`src/rtl/mask_scan_ctrl.sv`:
```
// Raster scan controller producing an inclusive rectangular window mask per pixel.
// Optional MASK_CTRL_SHADOW_EN: window writes land in shadow registers, loaded at frame start.
module mask_scan_ctrl #(
  parameter int H_ACTIVE   = 640,
  parameter int V_ACTIVE   = 480,
  parameter int HBLANK_CYC = 4
) (
  input  logic       iCLK,
  input  logic       iRST_N,
  input  logic       iSTART,
  input  logic       iPAUSE,
  input  logic       iCFG_WR,
  input  logic [1:0] iCFG_ADDR,
  input  logic [9:0] iCFG_DATA,
  output logic       oMASK_VAL,
  output logic       oMASK,
  output logic [9:0] oMASK_X,
  output logic [9:0] oMASK_Y,
  output logic       oBUSY,
  output logic       oFRAME_DONE,
  output logic [1:0] oDBG_STATE
);

  typedef enum logic [1:0] {IDLE, SCAN, HBLANK, DONE} state_t;

  localparam logic [9:0] X_LAST = 10'(H_ACTIVE - 1);
  localparam logic [9:0] Y_LAST = 10'(V_ACTIVE - 1);
  localparam logic [7:0] B_LAST = 8'(HBLANK_CYC - 1);

  // Window layout: [0]=X0, [1]=Y0, [2]=X1, [3]=Y1.
  state_t          state, stateN;
  logic [9:0]      x, xN, y, yN;
  logic [7:0]      bcnt, bcntN;
  logic [3:0][9:0] win, winN, winWr, eff;
  logic            valN, maskN, busyN, doneN;
  logic [9:0]      mxN, myN, px, py;
  logic            present, startAcc;

  // oBUSY is still high during the frame-done cycle, which blocks a start there.
  assign startAcc   = (state == IDLE) && iSTART && !oBUSY;
  assign oDBG_STATE = state;

`ifdef MASK_CTRL_SHADOW_EN
  logic [3:0][9:0] shadow;

  always_comb begin
    winWr = shadow;
    if (iCFG_WR) winWr[iCFG_ADDR] = iCFG_DATA;
    eff  = startAcc ? shadow : win;
    winN = eff;
  end
`else
  // Writes are forwarded so the pixel presented at the write edge already sees them.
  always_comb begin
    winWr = win;
    if (iCFG_WR) winWr[iCFG_ADDR] = iCFG_DATA;
    eff  = winWr;
    winN = winWr;
  end
`endif

  always_comb begin
    stateN  = state;
    xN      = x;
    yN      = y;
    bcntN   = bcnt;
    valN    = 1'b0;
    maskN   = oMASK;
    mxN     = oMASK_X;
    myN     = oMASK_Y;
    busyN   = oBUSY;
    doneN   = 1'b0;
    present = 1'b0;
    px      = x;
    py      = y;
    case (state)
      IDLE: begin
        busyN = 1'b0;
        if (startAcc) begin
          present = 1'b1;
          px      = '0;
          py      = '0;
          busyN   = 1'b1;
        end
      end
      SCAN: begin
        if (!iPAUSE) present = 1'b1;
      end
      HBLANK: begin
        if (!iPAUSE) begin
          if (bcnt == B_LAST) begin
            stateN = SCAN;
            bcntN  = '0;
          end else begin
            bcntN = bcnt + 8'd1;
          end
        end
      end
      DONE: begin
        doneN  = 1'b1;
        stateN = IDLE;
      end
      default: stateN = IDLE;
    endcase

    if (present) begin
      valN  = 1'b1;
      mxN   = px;
      myN   = py;
      maskN = (px >= eff[0]) && (px <= eff[2]) && (py >= eff[1]) && (py <= eff[3]);
      if (px == X_LAST) begin
        xN = '0;
        yN = py;
        if (py == Y_LAST) begin
          stateN = DONE;
        end else begin
          yN     = py + 10'd1;
          stateN = HBLANK;
          bcntN  = '0;
        end
      end else begin
        xN     = px + 10'd1;
        yN     = py;
        stateN = SCAN;
      end
    end
  end

  always_ff @(posedge iCLK or negedge iRST_N) begin
    if (!iRST_N) begin
      state       <= IDLE;
      x           <= '0;
      y           <= '0;
      bcnt        <= '0;
      win         <= '0;
`ifdef MASK_CTRL_SHADOW_EN
      shadow      <= '0;
`endif
      oMASK_VAL   <= 1'b0;
      oMASK       <= 1'b0;
      oMASK_X     <= '0;
      oMASK_Y     <= '0;
      oBUSY       <= 1'b0;
      oFRAME_DONE <= 1'b0;
    end else begin
      state       <= stateN;
      x           <= xN;
      y           <= yN;
      bcnt        <= bcntN;
      win         <= winN;
`ifdef MASK_CTRL_SHADOW_EN
      shadow      <= winWr;
`endif
      oMASK_VAL   <= valN;
      oMASK       <= maskN;
      oMASK_X     <= mxN;
      oMASK_Y     <= myN;
      oBUSY       <= busyN;
      oFRAME_DONE <= doneN;
    end
  end

endmodule

```
`config.mk`:
```
export PLATFORM = sky130hd
export DESIGN_NAME = mask_scan_ctrl
export DESIGN_NICKNAME = d
export VERILOG_FILES = /design/src/rtl/mask_scan_ctrl.sv
export SDC_FILE = /design/constraint.sdc
export NUM_CORES = 1
export LEC_CHECK = 0
export CORE_AREA = 2 2 139 73
export CTS_BUF_LIST = sky130_fd_sc_hd__clkbuf_8
export CTS_CLUSTER_SIZE = 20
export DETAILED_ROUTE_END_ITERATION = 10
export DIE_AREA = 0 0 141 75
export PLACE_DENSITY_LB_ADDON = 0.15
export SYNTH_ARGS = -nofsm -noshare
export SYNTH_HDL_FRONTEND = slang
export SYNTH_SLANG_ARGS = --single-unit
```
`constraint.sdc`:
```
create_clock -name iCLK -period 3.3 [get_ports iCLK]
set_input_delay 0.66 -clock iCLK [delete_from_list [all_inputs] [get_ports iCLK]]
set_output_delay 0.66 -clock iCLK [all_outputs]
set_load 0.05 [all_outputs]
```
======== Yosys cells after proc, flatten, opt, wreduce, memory -nomap -nowiden ========
Index checks and enable logic that the tools add are counted.
word-level totals
  input port bits ......................... 17
  bits in writable memories ............... 0
  ROM bits ................................ 0
  flip-flop bits (word level) ............. 94
  output and inout port bits .............. 26
  word-level logic and storage cells ...... 69
  bits in latches ......................... 0
  memories kept ........................... 0
cells by class
  multiplexer cells ....................... 28
  magnitude comparators ................... 6
  reduce and logical (&&, ||, !) cells .... 10
  equal/unequal tests ..................... 8
  bitwise operators ....................... 0
  add/sub/neg operators ................... 3
  multipliers ............................. 0
  div/mod/pow operators ................... 0
  shift-type cells ........................ 0
operators with widths
  operator                                                            number
  two-way mux 10 bit                                                  8
  two-way mux 8 bit                                                   6
  bitwise mux 40 bit                                                  1
  two-way mux 40 bit                                                  1
  adder 10 x 1 -> 10 bit (second input constant)                      2
  demux 10 bit (select 2 bit)                                         1
  greater-or-equal comparator 10 bit                                  2
  less-or-equal comparator 10 bit                                     2
  == test 10 bit (second input constant)                              1
  == test 10 x 9 -> 1 bit (second input constant)                     1
  adder 8 x 1 -> 8 bit (second input constant)                        1
  == test 8 x 2 -> 1 bit (second input constant)                      1
  two-way mux 2 bit                                                   4
  logical AND 1 bit                                                   6
  != test 3 bit (second input constant)                               2
  two-way mux 1 bit                                                   5
  == test 2 bit (second input constant)                               2
  one-hot mux 2 bit (2 select lines)                                  1
  < comparator 2 x 3 -> 1 bit (second input constant)                 1
  AND reduction 3 bit                                                 1
  nonzero test 3 bit                                                  1
  == test 2 x 1 -> 1 bit (second input constant)                      1
  greater-or-equal comparator 2 x 1 -> 1 bit (second input constant)  1
  zero test 2 bit                                                     1
  2 further kinds                                                     2

======== Depth between registers and ports, before layout ========
  word-level depth ........................ 10
  gate-level depth with buffers ........... 13
  gate-level depth less buffers ........... 10

======== Least setup slack after synthesis ========
OpenSTA, ideal clock, no wires.
  path kind ............................... register to register
  from .................................... reg state[0], in the netlist oDBG_STATE[0]
  to ...................................... reg oMASK
  period minus slack after synthesis ...... 3.215 ns
  cell stages (with the launch flop) ...... 13
  arrival ................................. 3.086 ns
  data required time ...................... 3.172 ns
  buffers on the path ..................... 3
  path slack .............................. 0.085 ns
  library setup time ...................... 0.128 ns
  cells stage by stage .................... dfrtp_1 buf_6 or4b_4 buf_6 clkbuf_1 and2_1 ha_1 or2_2 and3_1 a21boi_0 o31ai_1 a221oi_2 o31ai_2
between the ends
  word-level cells in the longest chain between the ends .. 9
  elaborated cells on any way between the ends .. 17
  classes of those cells .................. 4 x order compare; 1 x eq/ne; 6 x mux; 6 x reduce/logical
ends and longest elaborated chain
  what                                                                                          RTL line  source
  start, declared                                                                               31        state_t state, stateN;
  start signal, assigned                                                                        146       state <= stateN;
  zero test 2 bit *                                                                             40, 76
  logical AND 1 bit (2 in series)                                                               40        assign startAcc = (state == IDLE) && iSTART && !oBUSY;
  two-way mux 10 bit                                                                            79        if (startAcc) begin
  two-way mux 10 bit *                                                                          76        case (state)
  via px[6]                                                                                     36        logic [9:0] mxN, myN, px, py;
  greater-or-equal comparator 10 bit / less-or-equal comparator 10 bit (equally long branches)  110       maskN = (px >= eff[0]) && (px <= eff[2]) && (py >= eff[1]) && (py <= eff[3]);
  logical AND 1 bit * (3 in series)                                                             110
  end signal, assigned                                                                          155       oMASK <= maskN;
  end, declared                                                                                 16        output logic oMASK,
The timed path passes the listed nets; every way through them passes the cells marked *.
A chain may end at the register's enable or synchronous reset.

======== Worst setup path after layout ========
  from .................................... in iSTART
  to ...................................... reg oMASK
between the ends
  word-level cells in the longest chain between the ends .. 8
  elaborated cells on any way between the ends .. 15
  classes of those cells .................. 4 x order compare; 6 x mux; 5 x reduce/logical
ends and longest elaborated chain
  what                                                                                          RTL line  source
  start, declared                                                                               10        input logic iSTART,
  logical AND 1 bit * (2 in series)                                                             40
  two-way mux 10 bit *                                                                          79
  two-way mux 10 bit *                                                                          76
  via px[6]                                                                                     36
  greater-or-equal comparator 10 bit / less-or-equal comparator 10 bit (equally long branches)  110
  logical AND 1 bit * (3 in series)                                                             110
Marked as above.

==> run_results.csv <==
group,metric,value,unit
synth,async_flop_share,100,%
timing,final_report_hold_violation_count,0,
cells_and_area,most_used_cells_in_the_layout_excluding_fill_and_tap_cells,"dfrtp_1 (94), nand2_1 (68), buf_4 (48), inv_1 (47), clkdlybuf4s50_1 (41)",
grt,wire_length_of_the_first_global_routing_pass,19200,um
floorplanning,fp-row-count,25,
drt,postRouteAntennaNets,0,
synth,postSynthNetCount,551,
drt,met1_wirelength,6180,um
clock_tree,clock_buffer_count_from_cts,9,
placed_design,dp_hpwl,8680,um
timing,slew_viol_final,0,
power,p_leak,3.02,nW
synth,synth_edf_count,0,
floorplanning,die_h,75,um
drt,route.met2.wl,4750,um
cells_and_area,synthToLayoutAreaGrowth,21.5,%
min_path,min_path_type,"input port to async pin",
run,timing.max_cap.violations,0,
clock_tree,clk_latency,0.38,ns
cells_and_area,finish.net_count,636,
worst_setup_path,timing.setup.critical_path_class,"input port to register",
clock_tree,cts_tree,"done",
drt,dr_wl_met3,553,um
timing,grt_setup_unrepaired,"no",
grt,grt-ovfl-total,0,
clock_tree,max-clock-path-buffers,2,
worst_setup_path,timing.critical_path.required,3.56,ns
worst_setup_path,cell_type_of_the_slowest_stage_on_the_worst_timing_path,"or4b_4",
synth,ys.flop_type,"dfrtp_1",
drt,drt-pass1-iter-count,5,
power,vdd_ir_drop_max,0.000388,V
clock_tree,cts_htree_levels,3,
clock_tree,clk_root_buffer_cell,"clkbuf_8",
timing,finalCritPeriodShare,93.9,%
synth,yosys_warnings,0,
placed_design,buffer_ports.inserted,42,
worst_setup_path,critical_path_fanouts_max,11,
floorplanning,die_width,141,um
grt,maximum_number_of_pins_on_one_net_before_global_route_repair,52,
drt,routed_wirelength,11600,um
worst_setup_path,critical_path.startpoint_type,"input port",
clock_tree,clk_transition_reported_paths,0.09,ns
synth,post_synth_main_area_contributors,"dfrtp_1 (47%), ha_1 (10%), mux2_2 (5.6%), nand2_1 (5.1%), mux2i_1 (3.4%)",
cells_and_area,antenna_cells_inserted,0,
cells_and_area,layoutNonFillerInstCount,705,
cells_and_area,drive_above_1_share,17.1,%
run_status,status,"completed",
grt,vias_in_the_first_global_route,3743,
timing,tightestPinTransition,0.675,ns
floorplanning,start_util,54.0,%
drt,vias_per_cell,5.36,
timing,finalSetupViolCount,0,
floorplanning,design.portCount,43,
drt,remaining_drc_errors,0,
grt,groute.usage.overall,24.0,%
synth,cell_accounting_for_the_most_synthesized_area,"dfrtp_1",
worst_setup_path,timing.critical_path.to_type,"register",
worst_setup_path,critical-path-max-stage-delay,0.56,ns
timing,timing.fmax,0.323,GHz
timing,final.setup_skew,0.00989,ns
timing,finalSetupTns,0,ns
worst_setup_path,worst-endpoint-arrival,3.36,ns
power,power.density,506,nW/um2
synth,synthesis.area_per_instance,10.2,um2
synth,cells_after_synth,494,
placed_design,gp_routability_congestion,0.867,
timing,post-route-min-period,3.10,ns
synth,netlist_area,5020,um2
clock_tree,tritoncts_num_sinks,94,
timing,timing.slew.headroom,54.6,%
power,power.total,0.00309,W
drt,avgRoutedWirePerCell,16.5,um
grt,initial_antenna_violation_count,0,
floorplanning,die_area,10600,um2
worst_setup_path,crit_path_cell_trace,"clkdlybuf4s50_1 -> or4b_4 -> and2_1 -> ha_1 -> or2_2 -> and3_1 -> a21boi_0 -> o31ai_1 -> a221oi_2 -> o31ai_2",
synth,yosysSeqAreaShare,46.9,%
drt,drt_iter0_markers,297,
placed_design,numPlacedInstances,689,
synth,distinct_cell_type_count_of_the_synthesized_netlist,54,
synth,synthDominantCellAreaShare,46.9,%
drt,top_layer_used,"met4",
synth,synth-seq-cells,94,
drt,dr_total_vias,3777,
floorplanning,core_area,9290,um2
cells_and_area,final_common_cell,"dfrtp_1",
timing,timing.hold.ws,0.268,ns
[cell families after synthesis]
family	after synthesis	share of synthesized area (%)
DFF	94	46.9
and+or+nand+nor	162	16.3
buffers and inverters	61	5.06
muxes	42	9.00
AOI/OAI and AO/OA	73	8.93
xor gates and xnor gates	21	3.66
adders and majority gates	41	10.2
[final cells by class]
cell class / instances / area, um2
fillers: 747 / 3190
multi-input cells: 339 / 2430
flip-flops and latches: 94 / 2350
repair buffers: 90 / 791
inverters: 45 / 169
clock buffers: 11 / 151
well taps: 121 / 151
clock inverters: 5 / 50.0
[what timing repair did]
item / CTS / global route
hold buffers: 0 / 0
gates resized for setup: 0 / 3
endpoints found under the setup margin: 0 / 1
endpoints found under the hold margin: 0 / 0
setup buffers: 0 / 0
[final timing paths]
path / cells past startpoint / start / end / slack [ns]
max: 10 / iSTART / oMASK$_DFFE_PN0P_ / 0.20
min: 1 / iRST_N / oDBG_STATE[0]$_DFFE_PN0P_ / 0.27
max reg2reg: 9 / oDBG_STATE[1]$_DFFE_PN0P_ / oMASK$_DFFE_PN0P_ / 0.37
min reg2reg: 2 / win[8]$_DFF_PN0_ / win[8]$_DFF_PN0_ / 0.50
max in group asynchronous: 2 / iRST_N / win[20]$_DFF_PN0_ / 2.37
min in group iCLK: 2 / win[8]$_DFF_PN0_ / win[8]$_DFF_PN0_ / 0.50
[per-stage QoR]
stage / utilization [%] / area [um2] / setup slack (ns)
detailed placement: 63.3 / 5880 / -0.199
CTS: 65.5 / 6090 / 0.193
floorplan: - / 5020 / 0.0852
global route: 65.6 / 6100 / 0.0179
global placement: 63.3 / 5880 / -0.121
finish: 65.6 / 6100 / 0.203
[power breakdown]
group	switching (W)	internal (W)
Combinational	0.000512	0.000391
Clock	0.000405	0.000385
Sequential	0.0000926	0.00130
[worst max-delay path, delay by kind of cell]
kind                       cells  cell delay, ns
and+or+nand+nor                4            1.27
AOI/OAI and AO/OA              4            0.67
buffers and inverters          1            0.49
adders and majority gates      1            0.26
[cell usage after synthesis, types with 4 or more instances]
cell,number
mux2i_1,17
o21ai_0,13
ha_1,40
mux2_2,25
nand2_1,68
nand3_1,10
inv_1,45
xnor2_1,11
a21o_1,5
clkbuf_1,9
nor3_1,4
xor2_1,10
a21oi_1,33
nor2_1,21
and2_1,14
dfrtp_1,94
nand4_1,16
[sequential cells by signal (all words and copies together), names as in the netlist]
| signal | flops |
|---|---|
| bcnt | 8 |
| oMASK_VAL | 1 |
| oMASK_X | 10 |
| win | 40 |
| oDBG_STATE | 2 |
| oBUSY | 1 |
| oFRAME_DONE | 1 |
| oMASK | 1 |
| x | 10 |
| oMASK_Y | 10 |
| y | 10 |
[per-layer routing]
metal | track usage (%) | up-vias
li1 | - | 1876
met1 | 35.8 | 1794
met2 | 36.4 | 94
met3 | 4.52 | 13
met4 | 7.00 | 0
met5 | 0 | -
Power figures use the tool's default switching activity.
